--- src/rtl/pipe_mux_n.sv ---
// pipe_mux_n: parametrised, pipelined N:1 word selector.
//
// A binary tree of 2:1 select levels picks one of NUM_IN packed words. Level j
// (1..L, L = clog2(NUM_IN)) steers on sel bit j-1, LSB first. A register can be
// placed after every PIPE_EVERY levels, and the output register always exists.
// Each register stage carries a valid bit, the surviving tree nodes and the sel
// bits that later levels still need. Stages honour rst > flush > stall > advance.
//
// Ports:
//   clk        system clock, rising edge
//   rst        synchronous, active-high reset
//   in_data    NUM_IN packed words, word i = in_data[i*WIDTH +: WIDTH]
//   sel        index of the word to forward
//   in_valid   qualifies in_data/sel this cycle
//   stall      freezes every stage
//   flush      invalidates every stage, data held
//   out_data   selected word, registered
//   out_valid  out_data holds a valid result
module pipe_mux_n #(
  parameter int WIDTH      = 32,
  parameter int NUM_IN     = 4,
  parameter int PIPE_EVERY = 0
) (
  input  logic                        clk,
  input  logic                        rst,
  input  logic [NUM_IN*WIDTH-1:0]     in_data,
  input  logic [$clog2(NUM_IN)-1:0]   sel,
  input  logic                        in_valid,
  input  logic                        stall,
  input  logic                        flush,
  output logic [WIDTH-1:0]            out_data,
  output logic                        out_valid
);

  localparam int LEVELS = $clog2(NUM_IN);
  // Divisor that is never zero, so the placement test below stays legal when
  // PIPE_EVERY = 0 (no intermediate registers at all).
  localparam int PE_DIV = (PIPE_EVERY > 0) ? PIPE_EVERY : 1;

  if (NUM_IN < 2 || (NUM_IN & (NUM_IN - 1)) != 0) begin : g_bad_num_in
    $error("pipe_mux_n: NUM_IN must be a power of two and at least 2");
  end

  // Levels 1..L-1. Each level halves the word count and consumes the lowest
  // remaining sel bit; the rest of sel is forwarded alongside the data.
  for (genvar j = 1; j < LEVELS; j++) begin : g_lvl
    localparam int NW = NUM_IN >> j;
    localparam int SW = LEVELS - j;
    localparam bit REG = (PIPE_EVERY > 0) && ((j % PE_DIV) == 0);

    logic [2*NW*WIDTH-1:0] prev_data;
    logic [SW:0]           prev_sel;
    logic                  prev_valid;
    logic [NW*WIDTH-1:0]   mux_data;
    logic [NW*WIDTH-1:0]   data_q;
    logic [SW-1:0]         sel_q;
    logic                  valid_q;

    if (j == 1) begin : g_src
      assign prev_data  = in_data;
      assign prev_sel   = sel;
      assign prev_valid = in_valid;
    end else begin : g_src
      assign prev_data  = g_lvl[j-1].data_q;
      assign prev_sel   = g_lvl[j-1].sel_q;
      assign prev_valid = g_lvl[j-1].valid_q;
    end

    // Pair up adjacent words; bit 0 of the remaining sel picks the odd one.
    always_comb begin
      mux_data = '0;
      for (int k = 0; k < NW; k++) begin
        mux_data[k*WIDTH +: WIDTH] = prev_sel[0] ? prev_data[(2*k+1)*WIDTH +: WIDTH]
                                                 : prev_data[(2*k)*WIDTH +: WIDTH];
      end
    end

    if (REG) begin : g_reg
      // Data and sel only load behind a valid word, so a bubble leaves the
      // previous contents in place and merely clears the valid bit.
      always_ff @(posedge clk) begin
        if (rst) begin
          valid_q <= 1'b0;
          data_q  <= '0;
          sel_q   <= '0;
        end else if (flush) begin
          valid_q <= 1'b0;
        end else if (!stall) begin
          valid_q <= prev_valid;
          if (prev_valid) begin
            data_q <= mux_data;
            sel_q  <= prev_sel[SW:1];
          end
        end
      end
    end else begin : g_wire
      assign data_q  = mux_data;
      assign sel_q   = prev_sel[SW:1];
      assign valid_q = prev_valid;
    end
  end

  // Final level feeding the mandatory output register.
  logic [2*WIDTH-1:0] last_data;
  logic               last_sel;
  logic               last_valid;
  logic [WIDTH-1:0]   last_mux;

  if (LEVELS == 1) begin : g_last_src
    assign last_data  = in_data;
    assign last_sel   = sel[0];
    assign last_valid = in_valid;
  end else begin : g_last_src
    assign last_data  = g_lvl[LEVELS-1].data_q;
    assign last_sel   = g_lvl[LEVELS-1].sel_q[0];
    assign last_valid = g_lvl[LEVELS-1].valid_q;
  end

  assign last_mux = last_sel ? last_data[2*WIDTH-1:WIDTH] : last_data[WIDTH-1:0];

  // out_data only changes when a valid word arrives, so it keeps the last
  // result visible while out_valid is low.
  always_ff @(posedge clk) begin
    if (rst) begin
      out_valid <= 1'b0;
      out_data  <= '0;
    end else if (flush) begin
      out_valid <= 1'b0;
    end else if (!stall) begin
      out_valid <= last_valid;
      if (last_valid) begin
        out_data <= last_mux;
      end
    end
  end

endmodule
--- config.mk ---
export PLATFORM = sky130hd
export DESIGN_NAME = pipe_mux_n
export DESIGN_NICKNAME = d
export VERILOG_FILES = /design/src/rtl/pipe_mux_n.sv
export SDC_FILE = /design/constraint.sdc
export NUM_CORES = 1
export LEC_CHECK = 0
export ABC_AREA = 1
export ABC_CLOCK_PERIOD_IN_PS = 1500
export CELL_PAD_IN_SITES_DETAIL_PLACEMENT = 1
export CELL_PAD_IN_SITES_GLOBAL_PLACEMENT = 1
export CORE_UTILIZATION = 22
export CTS_BUF_LIST = sky130_fd_sc_hd__clkbuf_4 sky130_fd_sc_hd__clkbuf_8
export DETAILED_ROUTE_END_ITERATION = 12
export HOLD_SLACK_MARGIN = 0.06
export PLACE_DENSITY_LB_ADDON = 0.1
export SLEW_MARGIN = 15
export SYNTH_ARGS = -nofsm -noshare
export SYNTH_HDL_FRONTEND = slang
export SYNTH_SLANG_ARGS = --single-unit
--- constraint.sdc ---
create_clock -name clk -period 1.5 [get_ports clk]
set_clock_uncertainty 0.05 [all_clocks]
set_input_delay 0.45 -clock clk [delete_from_list [all_inputs] [get_ports clk]]
set_output_delay 0.45 -clock clk [all_outputs]
set_load 0.05 [all_outputs]
# Word-level counts from Yosys, hierarchy flattened
# Index checks and enable logic that the tools add are counted.
# totals
register_bits,33
wordCells,9
out_inout_bits,33
in_bits,135
# classes
n_reduce_logical,2
n_bitwise,2
mux,3
# ops
op,count
2-to-1 mux 32 bit,3
AND reduction 3 bit,1
NOT 1 bit,2
OR reduction 2 bit,1

# Longest topological paths before layout
# logic_depth
ltp_word,2
ltp_mapped,6
mapped_depth_nobuf,5

# Worst setup path before layout
# No wires, ideal clock.
# synth_path
path_kind,input to register
start,input port sel[1]
end,register out_data[0]
path_slack_ps,281
t_arrival_ps,1050
stages,5
setup_ps,119
required_time_ps,1331
n_path_buf,2
path_cell_list,buf_2 -> clkbuf_1 -> nand3_1 -> nand2_1 -> a21oi_1
# synth_via
elab_chain_len,1
# synth_rtl
element,line,source
"start, declared",27,"input logic [$clog2(NUM_IN)-1:0] sel,"
2-to-1 mux 32 bit,119,assign last_mux = last_sel ? last_data[2*WIDTH-1:WIDTH] : last_data[WIDTH-1:0];
"end signal, assigned",132,out_data <= last_mux;
"end, declared",31,"output logic [WIDTH-1:0] out_data,"
# No other way between the ends.
# A chain may end at the register's enable or synchronous reset.

# Worst setup path after layout
# layout_path
start,input port sel[1]
end,register out_data[4]
# The elaborated chain is that of the path after synthesis.

==> impl_results.md <==
- Status: finished clean
- Mux cell area share after synthesis: 0%
- I/O Pins: 168
- Post-Route Hold Slack: 506 ps
- Max transition margin: 85.6%
- Final Net Count: a little over 700
- Total GRT Usage: 18.5%
- Critical Path End: out_data[4]
- PortBufs: ~170
- Synth warn: 0
- Antenna Nets Post-Route: 0
- 1st-iter DRT viols: 110
- Synth Area in Simple Gates: approximately half
- Initial Util: 22.6%
- Crit Path Category: input pin to flop
- Worst Hold Class: flop to flop
- Worst EP arrival: ~1600 ps
- Die footprint: between 0.01 and 0.015 mm^2
- Final WS setup: 90.7 ps
- Root Buffer: clkbuf_8
- RR Endpoint: out_data[15]
- Fraction of layout cells with a size suffix above 1: roughly 10%
- Delay-heaviest family, CP: buffers and inverters
- Largest family of logic cells by synthesized area: simple AND/OR/NAND/NOR gates
- Crit path buf inv count: 3
- Req. time, crit path: approximately 1700 ps
- Grt ovf: 0
- WL final: 10200 um
- Detail Placement HPWL: 7870 um
- Setup_tns: 0 ps
- Critical Path Sink Type: flop
- Initial antenna violation count: 0
- Critical path depth in cells: 6
- Setup crit start kind: input pin
- Die width: 105 um
- Synth Area in Adders: 0%
- H-tree depth: 2
- Synth-to-Final Area Change: 99.9%
- Height of the die: around 100 um
- Routability cong.: 0.750
- Vias per cell: between 4 and 5
- Fin. max-slew vios: 0
- Clock Tree Buf Depth: 2
- Synth Area in Compound Gates: 7.10%
- Synth cell types: 12
- Finished Core Util: 45.3%
- Mapped Cells: 424
- Met1 Wirelength: 4260 um
- Max-cap viol count: 0
- Final worst-path cycle share: 94.0%
- DR WL/cell: 14.1 um
- Fmax: about 0.71 GHz
- CP max FO: 32
- RSZ-0062 raised after global routing: no
- Clock Pin Slew Worst Setup and Hold Paths: 70 ps
- Worst r2r src: out_data[15]
- Seq cells post-synth: 33
- Met3 WL: 639 um
- Core area: 0.0103 mm^2
- Clock Latency Late Sink: 270 ps
- Pre-CTS setup slack: -204 ps
- Worst setup path start: sel[1]
- CP Cell Sequence: clkdlybuf4s50_1 -> inv_1 -> buf_12 -> nand3_1 -> nand2_1 -> a21oi_1
- Final setup fails: 0
- Top Metal Used: met4
- Site Rows: 37
- Cts hold-fix bufs: 0
- Worst-margin pin slew: 216 ps
- Largest net degree at the start of global routing: 36
- Met2 WL: 5220 um
- Pre-antenna DRT Iters: 4
- Commonest cells after routing, fill and taps aside: 224 x nand2_1, 133 x clkdlybuf4s50_1, 64 x nand3_1
- Setup slack, reg-to-reg: 630 ps
- Syn Std Cell Area: 0.00233 mm^2
- Number of global-route vias before repair: 3313
- Tmin final: 1410 ps
- Antenna Cells: 0
- Commonest non-fill, non-tap cell in the layout: nand2_1
- CTS sink count: 33
- Drt drc: 0
- First-pass GRT wire length: roughly 16000 um
- Seq/Total Area, Yosys: 28.4%
- Peak supply drop: 296 uV
- Post-CTS Setup Bufs: 0
- Leakage: 2.18 nW
- Synth Area per Inst: 5.49 um^2
- Cts bufs inserted: 5
- Crit path largest cell delay: 520 ps
- Hold Vio Cnt, Final: 0
- Xor-xnor portion of the synthesized cell area: 0%
- Vias: 3171
- CTS tree: done
- Slowest CP cell: clkdlybuf4s50_1
- Worst Reg-to-Reg Cells: 4
- Post-Syn Nets: 559
- Pwr dens: 622 mW/mm^2
- Post-cts resize count: 0
worst min-delay path by stage:
stage | from | to | slack (ps) | cells past startpoint
after floorplan | rst | out_valid | 480 | 1
after global placement | out_data[7] | out_data[7] | 490 | 4
after detailed placement | out_data[23] | out_data[23] | 500 | 4
after CTS | out_valid | out_valid | 510 | 2
after global routing | out_valid | out_valid | 530 | 2
final | out_valid | out_valid | 510 | 2
through the flow:
| stage | area (um^2) | cells | power [mW] |
|---|---|---|---|
| 6_report | 4650 | 721 | 2.89 |
| 5_1_grt | 4650 | 721 | 3.06 |
| 4_1_cts | 4650 | 721 | 2.94 |
| 3_5_place_dp | 4550 | 713 | 2.18 |
| 3_3_place_gp | 4550 | 713 | 2.16 |
| 2_1_floorplan | 2330 | 424 | 1.48 |
cell type report:
class / count / area (um^2)
timing repair buffer: 182 / 2230
tap: 136 / 170
inverter: 37 / 139
multi-input combinational: 325 / 1350
sequential: 33 / 661
clock buffer: 7 / 96.3
fill: 1321 / 5630
clock inverter: 1 / 5.00
tightest hold or removal path: cells and delay by family, from the launching register on:
family	cells	cell delay [ps]
flip-flops	1	330
AO/OA/AOI/OAI	1	130
AND/OR/NAND/NOR	1	50
power breakdown:
| group | internal [mW] | leakage [nW] | switching [mW] |
|---|---|---|---|
| Clock | 0.415 | 0.0542 | 0.321 |
| Sequential | 0.923 | 0.270 | 0.0522 |
| Combinational | 0.651 | 1.85 | 0.528 |
| Total | 1.99 | 2.18 | 0.901 |
sequential cells by signal (all words and copies together) (netlist names):
| register | count |
|---|---|
| out_data | 32 |
| out_valid | 1 |
cell families (layout without fill, tap and decap cells):
logic type,count (synthesis),after routing
AO/OA/AOI/OAI,33,33
buffers and inverters,66,227
AND/OR/NAND/NOR,292,292
flip-flops,33,33
cell usage after synthesis:
library cell	n	area (um^2)
dfxtp_1	33	661
nand2_2	1	6.26
inv_1	35	131
nand3_1	64	320
inv_2	2	7.51
clkbuf_1	6	22.5
nand2_1	224	841
buf_2	16	80.1
nor2_1	2	7.51
buf_6	7	78.8
a21oi_1	33	165
nor3_1	1	5.00
metal layers:
layer | global-route usage (%) | up-vias
li1 | - | 1628
met1 | 21.1 | 1455
met2 | 34.7 | 84
met3 | 4.87 | 4
met4 | 2.82 | 0
met5 | 0 | -
Power figures use the tool's default switching activity.
